<file path="src/rtl/staged_reset_gen.sv">
// Staged active-low reset generator: lock filter, hold count, then in-order stage release.
// Optional lock-loss event counter is enabled by defining STAGED_RST_LOSS_CNT_EN.
module staged_reset_gen #(
  parameter int N_STAGES   = 4,
  parameter int CNT_WIDTH  = 16,
  parameter int STAGE_GAP  = 8,
  parameter int FILTER_LEN = 4
) (
  input  logic                clk_i,
  input  logic                rst_n,
  input  logic                locked_i,
  input  logic                soft_rst_req_i,
  output logic                soft_rst_ack_o,
  output logic [N_STAGES-1:0] rst_out_n,
  output logic                rst_out_p,
  output logic                all_done_o,
  output logic [1:0]          state_o
`ifdef STAGED_RST_LOSS_CNT_EN
  , output logic [7:0]        lock_loss_cnt_o
`endif
);

  localparam int FW = $clog2(FILTER_LEN + 1);
  localparam int GW = $clog2(STAGE_GAP + 1);
  localparam int IW = $clog2(N_STAGES + 1);

  localparam logic [FW-1:0] FILT_LAST = FW'(FILTER_LEN - 1);
  localparam logic [GW-1:0] GAP_LAST  = GW'(STAGE_GAP - 1);
  // Index of the stage released just before the final one; unused when N_STAGES==1.
  localparam logic [IW-1:0] IDX_LAST  = IW'((N_STAGES > 1) ? N_STAGES - 2 : 0);
  localparam logic [N_STAGES-1:0] STG_ONE = N_STAGES'(1);

  localparam logic [1:0] S_HOLD  = 2'd0;
  localparam logic [1:0] S_COUNT = 2'd1;
  localparam logic [1:0] S_STAGE = 2'd2;
  localparam logic [1:0] S_RUN   = 2'd3;

  logic [1:0]           state;
  logic [FW-1:0]        filt;
  logic [GW-1:0]        gap;
  logic [IW-1:0]        idx;
  logic [CNT_WIDTH-1:0] cnt;
  logic                 soft_armed;

  assign state_o   = state;
  assign rst_out_p = ~&rst_out_n;

  always_ff @(posedge clk_i or negedge rst_n) begin
    if (!rst_n) begin
      state          <= S_HOLD;
      filt           <= '0;
      gap            <= '0;
      idx            <= '0;
      cnt            <= '0;
      soft_armed     <= 1'b1;
      soft_rst_ack_o <= 1'b0;
      rst_out_n      <= '0;
      all_done_o     <= 1'b0;
    end else begin
      soft_rst_ack_o <= 1'b0;
      if (!soft_rst_req_i) soft_armed <= 1'b1;
      // Lock loss overrides everything, including a same-cycle soft request.
      if (!locked_i) begin
        state      <= S_HOLD;
        filt       <= '0;
        rst_out_n  <= '0;
        all_done_o <= 1'b0;
      end else begin
        case (state)
          S_HOLD: begin
            if (filt == FILT_LAST) begin
              state <= S_COUNT;
              filt  <= '0;
              cnt   <= '0;
            end else begin
              filt <= filt + 1'b1;
            end
          end
          S_COUNT: begin
            if (cnt == '1) begin
              cnt       <= '0;
              gap       <= '0;
              idx       <= '0;
              rst_out_n <= STG_ONE;
              if (N_STAGES == 1) begin
                state      <= S_RUN;
                all_done_o <= 1'b1;
              end else begin
                state <= S_STAGE;
              end
            end else begin
              cnt <= cnt + 1'b1;
            end
          end
          S_STAGE: begin
            if (gap == GAP_LAST) begin
              gap <= '0;
              idx <= idx + 1'b1;
              // Releases are strictly in order, so the vector stays a thermometer code.
              rst_out_n <= (rst_out_n << 1) | STG_ONE;
              if (idx == IDX_LAST) begin
                state      <= S_RUN;
                all_done_o <= 1'b1;
              end
            end else begin
              gap <= gap + 1'b1;
            end
          end
          default: begin
            if (soft_rst_req_i && soft_armed) begin
              state          <= S_COUNT;
              cnt            <= '0;
              rst_out_n      <= '0;
              all_done_o     <= 1'b0;
              soft_rst_ack_o <= 1'b1;
              soft_armed     <= 1'b0;
            end
          end
        endcase
      end
    end
  end

`ifdef STAGED_RST_LOSS_CNT_EN
  always_ff @(posedge clk_i or negedge rst_n) begin
    if (!rst_n)
      lock_loss_cnt_o <= 8'h00;
    else if (!locked_i && state != S_HOLD && lock_loss_cnt_o != 8'hFF)
      lock_loss_cnt_o <= lock_loss_cnt_o + 8'd1;
  end
`else
  // Build without the lock-loss counter: no extra port or state.
`endif

endmodule

</file>
<file path="config.mk">
export PLATFORM = sky130hd
export DESIGN_NAME = staged_reset_gen
export DESIGN_NICKNAME = d
export VERILOG_FILES = /design/src/rtl/staged_reset_gen.sv
export SDC_FILE = /design/constraint.sdc
export NUM_CORES = 1
export LEC_CHECK = 0
export CORE_MARGIN = 10
export CORE_UTILIZATION = 54
export CTS_BUF_LIST = sky130_fd_sc_hd__clkbuf_2
export DETAILED_ROUTE_END_ITERATION = 6
export PLACE_DENSITY = 0.76
export SYNTH_ARGS = -nofsm -noshare
export SYNTH_HDL_FRONTEND = slang
export SYNTH_SLANG_ARGS = --single-unit
</file>
<file path="constraint.sdc">
create_clock -name clk_i -period 2.7 [get_ports clk_i]
set_input_delay 0.81 -clock clk_i [delete_from_list [all_inputs] [get_ports clk_i]]
set_output_delay 0.81 -clock clk_i [all_outputs]
set_load 0.005 [all_outputs]
</file>
Word level (Yosys, flattened, before mapping)

Cells that the tools add are included.

Equal/unequal tests: 19
Reductions and logical operators: 14
Mux-type cells: 37
Add/subtract/negate cells: 4
Bitwise gates (word level): 1

Operators with widths:

| kind                                                                   | count |
|---|---|
| 16-bit 2-to-1 mux                                                      | 3 |
| 16-bit case mux with 3 select lines                                    | 1 |
| 4-bit 2-to-1 mux                                                       | 6 |
| 4-bit AND reduction                                                    | 5 |
| 16-bit by 1-bit adder with 16-bit output (second input constant)       | 1 |
| 16-bit equality test (second input constant)                           | 1 |
| 3-bit 2-to-1 mux                                                       | 5 |
| 2-bit 2-to-1 mux                                                       | 6 |
| 3-bit != test (second input constant)                                  | 4 |
| 4-bit case mux with 3 select lines                                     | 1 |
| 1-bit 2-to-1 mux                                                       | 11 |
| 2-bit != test (second input constant)                                  | 5 |
| 4-bit case mux with 2 select lines                                     | 1 |
| 3-bit by 1-bit adder with 3-bit output (second input constant)         | 2 |
| 3-bit by 2-bit equality test with 1-bit output (second input constant) | 2 |
| 2-bit case mux with 3 select lines                                     | 1 |
| 3-bit case mux with 2 select lines                                     | 1 |
| 5-bit by 1-bit != test with 1-bit output (second input constant)       | 1 |
| 5-bit AND reduction                                                    | 1 |
| 4-bit by 1-bit adder with 4-bit output (second input constant)         | 1 |
| 4-bit by 3-bit equality test with 1-bit output (second input constant) | 1 |
| 4-bit by 1-bit != test with 1-bit output (second input constant)       | 1 |
| 3-bit by 1-bit != test with 1-bit output (second input constant)       | 1 |
| 3-bit AND reduction                                                    | 1 |
| 12 further kinds                                                       | 12 |

Output and inout bits: 9
Input bits: 4
Register bits after elaboration: 35

Longest topological paths before layout

Gate-level depths: netlist of the first run.

Word-level depth: 5
Mapped depth: 9
Mapped depth without buffers: 7

Least setup slack after synthesis of the first run

Ideal clock, no wire load.

Path type: register to register
Start: register state[1], in the netlist state_o[1]
End: register cnt[11]
Buffers on the path: 2
Library setup time: 0.082 ns
Stages on the path, launching flop included: 10
Slack: 0.591 ns
Arrival: 2.028 ns
Clock period less this slack: 2.109 ns
Cells stage by stage: dfrtp_1 > inv_1 > ha_1 > inv_1 > clkbuf_1 > a2111o_1 > nor2_1 > clkbuf_1 > a31oi_1 > a31oi_1

Cells in the longest elaborated chain, start to end: 3

RTL lines:

| element                                                                      | RTL line | source |
|---|---|---|
| from (decl)                                                                  | 38       | `logic [1:0] state;` |
| from (signal assigned)                                                       | 50       | `state <= S_HOLD;` |
| from (signal assigned)                                                       | 64       | `state <= S_HOLD;` |
| from (signal assigned)                                                       | 72       | `state <= S_COUNT;` |
| 2-bit by 1-bit equality test with 1-bit output, or another cell as far along | 69       | `case (state)` |
| 3-bit nonzero test (no source line), or another cell as far along            | -        |  |
| 4-bit AND reduction (no source line)                                         | -        |  |
| to (signal assigned)                                                         | 92       | `cnt <= cnt + 1'b1;` |
| to (decl)                                                                    | 42       | `logic [CNT_WIDTH-1:0] cnt;` |

Parallel ways exist; a longest one is shown, timed or not.
A chain may end at the register's enable or synchronous reset.

Worst setup path after layout of the first run

Start: register rst_out_n[2]
End: output port rst_out_p

Cells in the longest elaborated chain, start to end: 2

RTL lines:

| element                | RTL line | source |
|---|---|---|
| from (decl)            | 14       | `output logic [N_STAGES-1:0] rst_out_n,` |
| from (signal assigned) | 100      | `rst_out_n <= (rst_out_n << 1) \| STG_ONE;` |
| 4-bit AND reduction    | 46       | `assign rst_out_p = ~&rst_out_n;` |
| 1-bit zero test        | 46       |  |
| to (decl)              | 15       | `output logic rst_out_p,` |

Every way passes these cells.

==> results of run 1 <==
==> cells in the mapped netlist, types with 2 or more instances <==
cell type and n:
dfrtp_1 34, nand2_1 30, o21ai_0 18, nand3_1 16, a21oi_1 11, nor2_1 11, a31oi_1 9, ha_1 9
inv_1 8, nand4_1 8, clkbuf_1 7, mux2i_1 6, nor3_1 5, nand2b_1 4, nor2b_1 4, o31ai_1 4
o41ai_1 3, a211oi_1 2, and2_1 2, mux2_2 2, or3_2 2
==> area by class of cell <==
| class | count | area share [%] |
|---|---|---|
| clock inverters | 2 | 0.339 |
| well taps | 46 | 2.60 |
| inverters | 8 | 1.36 |
| repair buffers | 19 | 7.81 |
| flip-flops and latches | 35 | 39.6 |
| clock buffers | 6 | 1.36 |
| multi-input cells | 164 | 46.9 |
==> worst min path at each step <==
stage | start | end | cells after the start
floorplan | soft_armed | soft_armed | 2
global placement | soft_armed | soft_armed | 2
detailed placement | soft_armed | soft_armed | 2
CTS | soft_armed | soft_armed | 2
global route | gap[3] | gap[3] | 1
finish | soft_armed | soft_armed | 2
==> metal layers <==
metal,GRT usage (%),routed length [um],up-vias
met5,0,0,-
met4,7.27,78,0
met3,4.12,321,11
met2,23.9,2300,74
met1,18.5,2090,843
li1,-,-,826
==> stage by stage <==
| stage | setup slack (ps) | util [%] |
|---|---|---|
| 6_report | 409 | 64.3 |
| 5_1_grt | 293 | 64.3 |
| 3_5_place_dp | 81.9 | 63.2 |
| 4_1_cts | 412 | 64.3 |
| 3_3_place_gp | 169 | 63.2 |
| 2_1_floorplan | 591 | - |
==> power by group through the flow <==
stage	Combinational, uW	Clock (uW)	Sequential, uW
global route	502	260	658
finish	455	235	648
floorplan	321	0	640
detailed placement	447	0	656
global placement	433	0	653
CTS	450	238	646
==> kinds of logic (layout without fill, tap and decap cells) <==
group / count (synthesis) / after routing / synth area share [%]
AO/OA/AOI/OAI: 52 / 52 / 15.9
XOR/XNOR: 1 / 1 / 0.440
adder cells (fa/ha/maj): 9 / 9 / 5.66
buffers and inverters: 17 / 35 / 3.77
flip-flops: 35 / 35 / 44.1
multiplexers: 8 / 8 / 4.15
AND/OR/NAND/NOR: 94 / 94 / 26.0
==> sequential cells by signal, indices dropped and copies added (netlist names) <==
register        count
state_o             2
all_done_o          1
gap                 4
cnt                16
filt                3
soft_armed          1
idx                 3
rst_out_n           4
soft_rst_ack_o      1
==> critical path, delay by kind of cell (launching register included) <==
| kind | cells | cell delay (ps) |
|---|---|---|
| AND/OR/NAND/NOR | 1 | 120 |
| flip-flops | 1 | 460 |
| buffers and inverters | 1 | 520 |
==> placed cells by master (no fill, tap or decap), types with 2 or more instances in the layout <==
master	Yosys	final
dfrtp_1	34	34
nand2_1	30	30
o21ai_0	18	18
nand3_1	16	16
clkdlybuf4s50_1	0	12
nor2_1	11	11
a21oi_1	11	11
a31oi_1	9	9
ha_1	9	9
inv_1	8	8
nand4_1	8	8
buf_4	1	7
mux2i_1	6	6
clkbuf_2	0	6
nor3_1	5	5
nand2b_1	4	4
nor2b_1	4	4
o31ai_1	4	4
o41ai_1	3	3
and2_1	2	2
or3_2	2	2
a211oi_1	2	2
mux2_2	2	2
clkinv_1	0	2
==> flow_summary_export.csv, run 1 <==
group,metric,value,unit
setup_path,criticalPathCategory,"flop to output pin",
drt,wl_per_cell,17.1,um
clock_network,clkTransAtPathRegs,170,ps
grt,grt_use_total,15.1,%
sta,fin_setup_tns,0,ps
sta,grt_setup_unrepaired,"false",
sta,final-hold-violation-count,0,
drt,drc,0,
clock_network,clk_latency,390,ps
power,comb_power_share,34.0,%
setup_path,reg2reg_slack,420,ps
run,max_cap_violations,0,
placed_design,dp_hpwl,3490,um
grt,overflow,0,
cells_and_area,regArea,877,sq um
sta,relSlewSlack,58.4,%
drt,first_pass_iters,6,
setup_path,max_stage_delay,520,ps
floorplan,rows,21,
logic_synthesis,ys_types,42,
power,p_leak,0.000965,uW
clock_network,ctsHtreeMaxLevel,2,
cells_and_area,fin_nets,246,
placed_design,io_buffer_count,12,
logic_synthesis,seq_area_frac_synth,44.1,%
setup_path,ff2ff_path_depth,6,
sta,finalClockSkew,16.6,ps
logic_synthesis,synth_warnings,0,
setup_path,end_kind,"output pin",
setup_path,worst_ep_arrival_time,1480,ps
logic_synthesis,synth_area,1990,sq um
logic_synthesis,synth_top_cell_area_share,42.8,%
floorplan,initial_core_util,57.8,%
clock_network,clockRootBuffer,"clkbuf_2",
setup_path,slowest_stage,"clkdlybuf4s50_1",
power,peakVddDrop,312,uV
cells_and_area,final.fill_count,293,
power,internal_power,822,uW
cells_and_area,antenna_cells,0,
logic_synthesis,synth_nets,229,
sta,setup_viol,0,
logic_synthesis,postSynthAreaPerCell,9.21,sq um
setup_path,crit_path_cell_trace,"nand4_1, clkdlybuf4s50_1",
setup_path,cp_data_required_time,1890,ps
drt,avgViaCountPerCell,6.26,
outcome,status,"completed",
sta,min_period,2290,ps
logic_synthesis,dominantRegCellSynth,"dfrtp_1",
clock_network,cts_hold_buf,0,
floorplan,die_x,80.7,um
logic_synthesis,synth_edf_count,0,
sta,tightest_slew,619,ps
setup_path,critPathMaxFanout,4,
grt,grt_max_degree,36,
drt,vias,1754,
drt,drt_iter0_drc,197,
power,switching_share,38.6,%
floorplan,dieArea,6510,sq um
floorplan,io_pins,13,
logic_synthesis,ys_seq_elements,35,
cells_and_area,final_layout_size_suffix_gt1_share,10.7,%
placed_design,dp.cells,272,
grt,grt_pass1_wl,7890,um
setup_path,crit-reg2reg-launch,"cnt[0]",
grt,grt_pass1_vias,1694,
sta,max_freq,436,MHz
cells_and_area,layoutNonFillerInstCount,280,
clock_network,cts_setup_buffers,0,
hold_path,hp-class,"flop to flop",
floorplan,core_area,3440,sq um
grt,antenna_found_initial,0,
setup_path,start_kind,"flop",
logic_synthesis,synthCells,216,
power,switchingPower,516,uW
sta,finalCritPeriodShare,84.9,%
clock_network,cts_tree,"done",
power,p_total,1340,uW
drt,drt_wl_total,4790,um
logic_synthesis,postSynth.asyncResetShare,100,%
cells_and_area,multi_input_area,1040,sq um
setup_path,reg2reg_to,"rst_out_n[0]",
sta,drv_slew,0,
placed_design,dpl-instance-area,2170,sq um
clock_network,clock_path_buffers,2,
logic_synthesis,synth_top_cell_by_area,"dfrtp_1",
logic_synthesis,synthTopCellsByArea,"dfrtp_1, ha_1, nand2_1",
clock_network,cts_inserted_buffers,5,
clock_network,clock-sinks,35,
setup_path,cp-endpoint,"rst_out_p",
power,share_seq_of_total_power,48.4,%
setup_path,cp-startpoint,"rst_out_n[2]",
power,power_density,605,nW/um^2
floorplan,dieHeight,80.7,um
sta,timing.hold.ws,492,ps
power,clkPwrFrac,17.6,%
placed_design,place_congestion,0.947,
cells_and_area,final_area,2210,sq um
cells_and_area,synthToLayoutAreaGrowth,11.2,%
clock_network,cts-resized-gates,0,
drt,final_antenna_net_count,0,
Note: power is estimated with default switching activity, not from simulation.
==> run 2, diff against run 1 <==
Settings changed: PLACE_DENSITY 0.76 to 0.79.
Clock period 2.7 ns to 1.9 ns, I/O delays scaled along.
==> run 2 against run 1 <==
  * The run now ends with negative setup slack left
  * Final cell count grew 18%
  * Clock skew is 11 ps higher
  * Register-to-register slack got worse by 500 ps
  * First-iteration DRC count rose by 72%
  * Via count grew 18%
  * Combinational power is 140% higher
  * Worst setup slack got worse by 490 ps
  * Non-clock buffer count up 48
  * Critical path depth rose by 8
  * Die area did not move
  * Routed wire length increased by 24%
  * Critical endpoint is now cnt[13]
  * Largest cell class unchanged
==> flow_summary_export.csv, run 2 (synthesis gave the netlist of run 1 again) <==
group,metric,value,unit
setup_path,end_kind,"flop",
setup_path,worst_ep_arrival_time,2310,ps
setup_path,start_kind,"flop",
floorplan,io_pins,13,
grt,grt_pass1_wl,8460,um
cells_and_area,largest_reg_flops,16,
floorplan,die_x,80.7,um
hold_path,hp-class,"flop to flop",
clock_network,cts_tree,"done",
floorplan,dieHeight,80.7,um
power,switchingPower,908,uW
cells_and_area,final_layout_size_suffix_gt1_share,36.4,%
floorplan,core_area,3440,sq um
cells_and_area,final_common_cell,"buf_4",
sta,tightest_slew,576,ps
power,internal_power,1450,uW
clock_network,clkTransAtPathRegs,180,ps
cells_and_area,fin_nets,295,
cells_and_area,synthToLayoutAreaGrowth,39.6,%
floorplan,dieArea,6510,sq um
run,max_cap_violations,0,
sta,fin_setup_tns,-518,ps
drt,drt_iter0_drc,339,
sta,max_freq,504,MHz
power,p_leak,0.00135,uW
placed_design,place_congestion,0.899,
grt,grt_max_degree,36,
setup_path,critPathMaxFanout,5,
drt,drt_wl_total,5950,um
power,comb_power_share,46.6,%
sta,finalClockSkew,27.2,ps
setup_path,cp_data_required_time,2230,ps
sta,min_period,1980,ps
outcome,violations,"negative setup slack",
cells_and_area,final_cell_mix,"buf_4, dfrtp_1, nand2_1, nand3_1, o21ai_0",
clock_network,cts_inserted_buffers,5,
clock_network,clockRootBuffer,"clkbuf_2",
placed_design,dpl-instance-area,2420,sq um
power,switching_share,38.5,%
drt,first_pass_iters,6,
grt,grt_pass1_vias,1749,
floorplan,rows,21,
floorplan,initial_core_util,57.8,%
clock_network,clock_path_buffers,2,
placed_design,io_buffer_count,12,
drt,wl_per_cell,18.1,um
cells_and_area,regMostFlops,"cnt",
sta,grt_setup_unrepaired,"true",
grt,antenna_found_initial,0,
clock_network,ctsHtreeMaxLevel,2,
sta,setup_viol,15,
drt,final_antenna_net_count,0,
sta,drv_slew,0,
clock_network,clock-sinks,35,
cells_and_area,final.fill_count,198,
sta,finalCritPeriodShare,104,%
outcome,status,"finished with violations",
placed_design,dp_hpwl,3410,um
drt,vias,2076,
power,power_density,849,nW/um^2
sta,fin_ws,-82.4,ps
drt,drc,0,
power,clkPwrFrac,14.7,%
sta,relSlewSlack,61.3,%
grt,grt_use_total,16.2,%
power,share_seq_of_total_power,38.6,%
grt,overflow,0,
sta,final-hold-violation-count,0,
cells_and_area,final_area,2780,sq um
clock_network,clk_latency,400,ps
clock_network,cts_hold_buf,0,
cells_and_area,antenna_cells,0,
cells_and_area,reg.largest.list,"cnt (16), gap (4), rst_out_n (4)",
drt,avgViaCountPerCell,6.31,
setup_path,criticalPathCategory,"flop to flop",
power,peakVddDrop,471,uV
## run 2: cell types whose count changed in the layout (fill, tap and decap cells not counted), moves of 3 or more
cell / delta
dlymetal6s2s_1: +6
nor3_1: -3
ha_2: +3
o21ai_0: -6
dfrtp_2: +3
buf_4: +42
nor3_2: +3
clkdlybuf4s50_1: -9
o21ai_1: +6
buf_6: +5
dfrtp_1: -3
ha_1: -5
## run 2: worst max-delay path: stages (launching register included)
cell,delay (ps)
dfrtp_2,470
buf_6,130
inv_4,60
ha_4,160
buf_6,110
inv_6,40
a2111o_1,350
nor2_4,160
buf_2,180
nand2b_1,90
mux2i_1,160
## run 2: stage by stage
step	power (uW)	utilization [%]	hold WS [ps]	worst slack, ps	instances
after floorplan	1400	-	274	-33.1	216
after global placement	1710	70.2	463	-372	298
after detailed placement	1730	70.2	464	-408	298
after CTS	2110	73.1	483	-19.4	313
after global routing	2490	80.7	519	-161	329
final	2360	80.7	492	-82.4	329
## run 2: power by group through the flow
stage          Clock [uW]  Sequential, uW  Combinational, uW
2_1_floorplan           0             920                475
3_3_place_gp            0             920                792
3_5_place_dp            0             923                805
4_1_cts               347             897                869
5_1_grt               387             920               1180
6_report              347             910               1100
## run 2: what timing repair did
action	4_1_cts	5_1_grt
buffers inserted	7	14
pin swaps	3	9
gates cloned	0	2
setup endpoints to repair	10	34
resized for setup	9	42
endpoints found under the hold margin	0	0
## run 2: area by class of cell
cell class | count | area (sq um) | share of cell area [%]
Sequential cell | 35 | 881 | 31.7
Clock buffer | 6 | 30.0 | 1.08
Timing Repair Buffer | 67 | 573 | 20.6
Multi-Input combinational cell | 165 | 1190 | 42.8
Inverter | 8 | 37.5 | 1.35
Tap cell | 46 | 57.6 | 2.07
Clock inverter | 2 | 8.76 | 0.315
## run 2: path summary, 6_finish.rpt
path                                  from         end  slack [ps]  depth (start not counted)
max in group asynchronous            rst_n  soft_armed        1130                          2
worst max register to register  state_o[1]     cnt[13]         -80                         10
worst max-delay path            state_o[1]     cnt[13]         -80                         10
worst min register to register  soft_armed  soft_armed         490                          2
min in group asynchronous            rst_n      gap[2]         500                          2
worst min-delay path            soft_armed  soft_armed         490                          2
## run 2: routing by layer
metal | wire length [um] | vias up | part of all wire, % | track usage, %
li1 | - | 926 | - | -
met1 | 2540 | 985 | 43 | 22.4
met2 | 2700 | 132 | 45 | 24.2
met3 | 472 | 33 | 7.9 | 3.01
met4 | 235 | 0 | 4.0 | 6.23
met5 | 0 | - | 0 | 0
==> run 3, diff against run 2 <==
Settings changed: CORE_UTILIZATION 54 to 36, PLACE_DENSITY 0.79 to 0.57.
==> run 3 against run 2 <==
  * The run now ends clean
  * Clock power grew 6.6%
  * Worst setup slack gained 97 ps
  * Hold slack lost 440 ps
  * Register-to-register slack gained 97 ps
  * Clock skew shrank 0.87 ps
  * Flip-flop and latch count is the same
  * Power shrank 4.9%
  * Combinational power shrank 12%
  * Die area grew 37%
  * Via count shrank 12%
  * Sequential share of layout area shrank 0.15 points
  * Critical endpoint is now idx[2]
  * Largest power group unchanged
==> flow_summary_export.csv, run 3 (synthesis gave the netlist of run 1 again) <==
group,metric,value,unit
cells_and_area,final_area,2780,sq um
outcome,status,"completed",
clock_network,cts_inserted_buffers,5,
grt,antenna_found_initial,0,
clock_network,ctsHtreeMaxLevel,2,
drt,drt_wl_total,5180,um
placed_design,place_congestion,0.845,
placed_design,io_buffer_count,12,
placed_design,dpl-instance-area,2500,sq um
clock_network,clock-sinks,35,
cells_and_area,final_cell_mix,"buf_4, dfrtp_1, nand2_1, nand3_1, o21ai_0",
cells_and_area,synthToLayoutAreaGrowth,39.9,%
clock_network,clock_path_buffers,2,
setup_path,worst_ep_arrival_time,2230,ps
drt,final_antenna_net_count,0,
cells_and_area,final_common_cell,"buf_4",
floorplan,io_pins,13,
grt,overflow,0,
setup_path,end_kind,"flop",
cells_and_area,antenna_cells,0,
clock_network,clk_latency,390,ps
clock_network,clockRootBuffer,"clkbuf_2",
sta,min_period,1890,ps
floorplan,core_area,5440,sq um
sta,drv_slew,0,
drt,drt_iter0_drc,50,
drt,drc,0,
clock_network,clkTransAtPathRegs,200,ps
sta,grt_setup_unrepaired,"true",
floorplan,dieArea,8900,sq um
clock_network,cts_tree,"done",
placed_design,dp_hpwl,3680,um
cells_and_area,final_layout_size_suffix_gt1_share,34.6,%
floorplan,die_x,94.3,um
power,p_total,2240,uW
setup_path,slowest_stage,"or4b_2",
grt,grt_pass1_vias,1792,
drt,first_pass_iters,4,
sta,final-hold-violation-count,0,
floorplan,rows,27,
cells_and_area,fin_nets,298,
cells_and_area,reg.largest.list,"cnt (16), gap (4), rst_out_n (4)",
drt,vias,1831,
floorplan,dieHeight,94.3,um
floorplan,initial_core_util,36.6,%
power,peakVddDrop,449,uV
sta,finalCritPeriodShare,99.3,%
sta,fin_setup_tns,0,ps
cells_and_area,largest_reg_flops,16,
sta,finalClockSkew,26.3,ps
setup_path,cp_data_required_time,2240,ps
cells_and_area,regMostFlops,"cnt",
grt,grt_use_total,11.7,%
setup_path,start_kind,"flop",
drt,avgViaCountPerCell,5.11,
power,power_density,805,nW/um^2
grt,grt_max_degree,22,
grt,grt_pass1_wl,8400,um
drt,wl_per_cell,14.5,um
setup_path,crit_path_cell_trace,"nand4_4, buf_4, nor3_4, a32oi_2, or4b_2, nand3_1",
sta,setup_viol,0,
sta,relSlewSlack,74.9,%
setup_path,criticalPathCategory,"flop to flop",
setup_path,max_stage_delay,630,ps
setup_path,critPathMaxFanout,3,
sta,max_freq,530,MHz
hold_path,hp-class,"primary input to asynchronous set/reset pin",
power,p_leak,0.00134,uW
sta,tightest_slew,376,ps
run,max_cap_violations,0,
-- run 3: cell count changes in the layout (fill, tap and decap cells not counted), moves of 2 or more --
| cell | delta |
|---|---|
| o21ai_0 | +4 |
| dfrtp_2 | -2 |
| o41ai_1 | +2 |
| clkbuf_2 | +2 |
| dlymetal6s2s_1 | -2 |
| ha_2 | -2 |
| o21ai_1 | -4 |
| buf_6 | -2 |
| buf_4 | +6 |
| o41ai_2 | -2 |
| dfrtp_1 | +2 |
-- run 3: path summary, 6_finish.rpt --
check	slack (ps)	cells past startpoint	start	endpoint
worst max-delay path	10	6	cnt[9]	idx[2]
worst min-delay path	50	1	rst_n	rst_out_n[0]
worst max register to register	10	6	cnt[9]	idx[2]
worst min register to register	490	2	soft_armed	soft_armed
max in group asynchronous	1380	2	rst_n	cnt[2]
min in group clk_i	490	2	soft_armed	soft_armed
-- run 3: repair_timing --
action / in CTS / in global routing
setup buffers: 10 / 8
resized for setup: 4 / 27
pin swaps: 0 / 4
hold buffers: 0 / 0
setup endpoints to repair: 9 / 25
-- run 3: power breakdown --
part,switching [uW],total [uW],leakage [uW],internal (uW)
combinational,503,971,0.000831,469
clock,261,370,0.0000332,109
sequential,71.8,899,0.000475,827
total,836,2240,0.00134,1400
-- run 3: layer usage --
layer / vias to the layer above / GRT usage (%) / wire length, um
li1: 928 / - / -
met1: 870 / 15.2 / 2490
met2: 27 / 18.5 / 2430
met3: 6 / 2.70 / 212
met4: 0 / 4.18 / 50
met5: - / 0 / 0
-- run 3: critical path: cells and delay by family (launching register included) --
| family | cells | cell delay [ps] |
|---|---|---|
| AO/OA/AOI/OAI | 1 | 90 |
| buffers and inverters | 1 | 180 |
| flip-flops | 1 | 470 |
| AND/OR/NAND/NOR | 4 | 1100 |
-- run 3: cell type report --
| class | instances | area [sq um] |
|---|---|---|
| inverter | 8 | 36.3 |
| fill | 525 | 2660 |
| clock buffer | 8 | 40.0 |
| timing repair buffer | 71 | 589 |
| tap | 72 | 90.1 |
| sequential | 35 | 878 |
| multi-input combinational | 164 | 1150 |
-- run 3: through the flow --
step                      setup WS, ps  hold slack [ps]  std cells  utilization, %
after floorplan                  -33.1              274        216               -
after global placement            -360              455        332            46.0
after detailed placement          -396              464        332            46.0
after CTS                        -38.3             42.0        350            48.1
after global routing             -61.8             39.0        358            51.2
final                             14.2             51.6        358            51.2
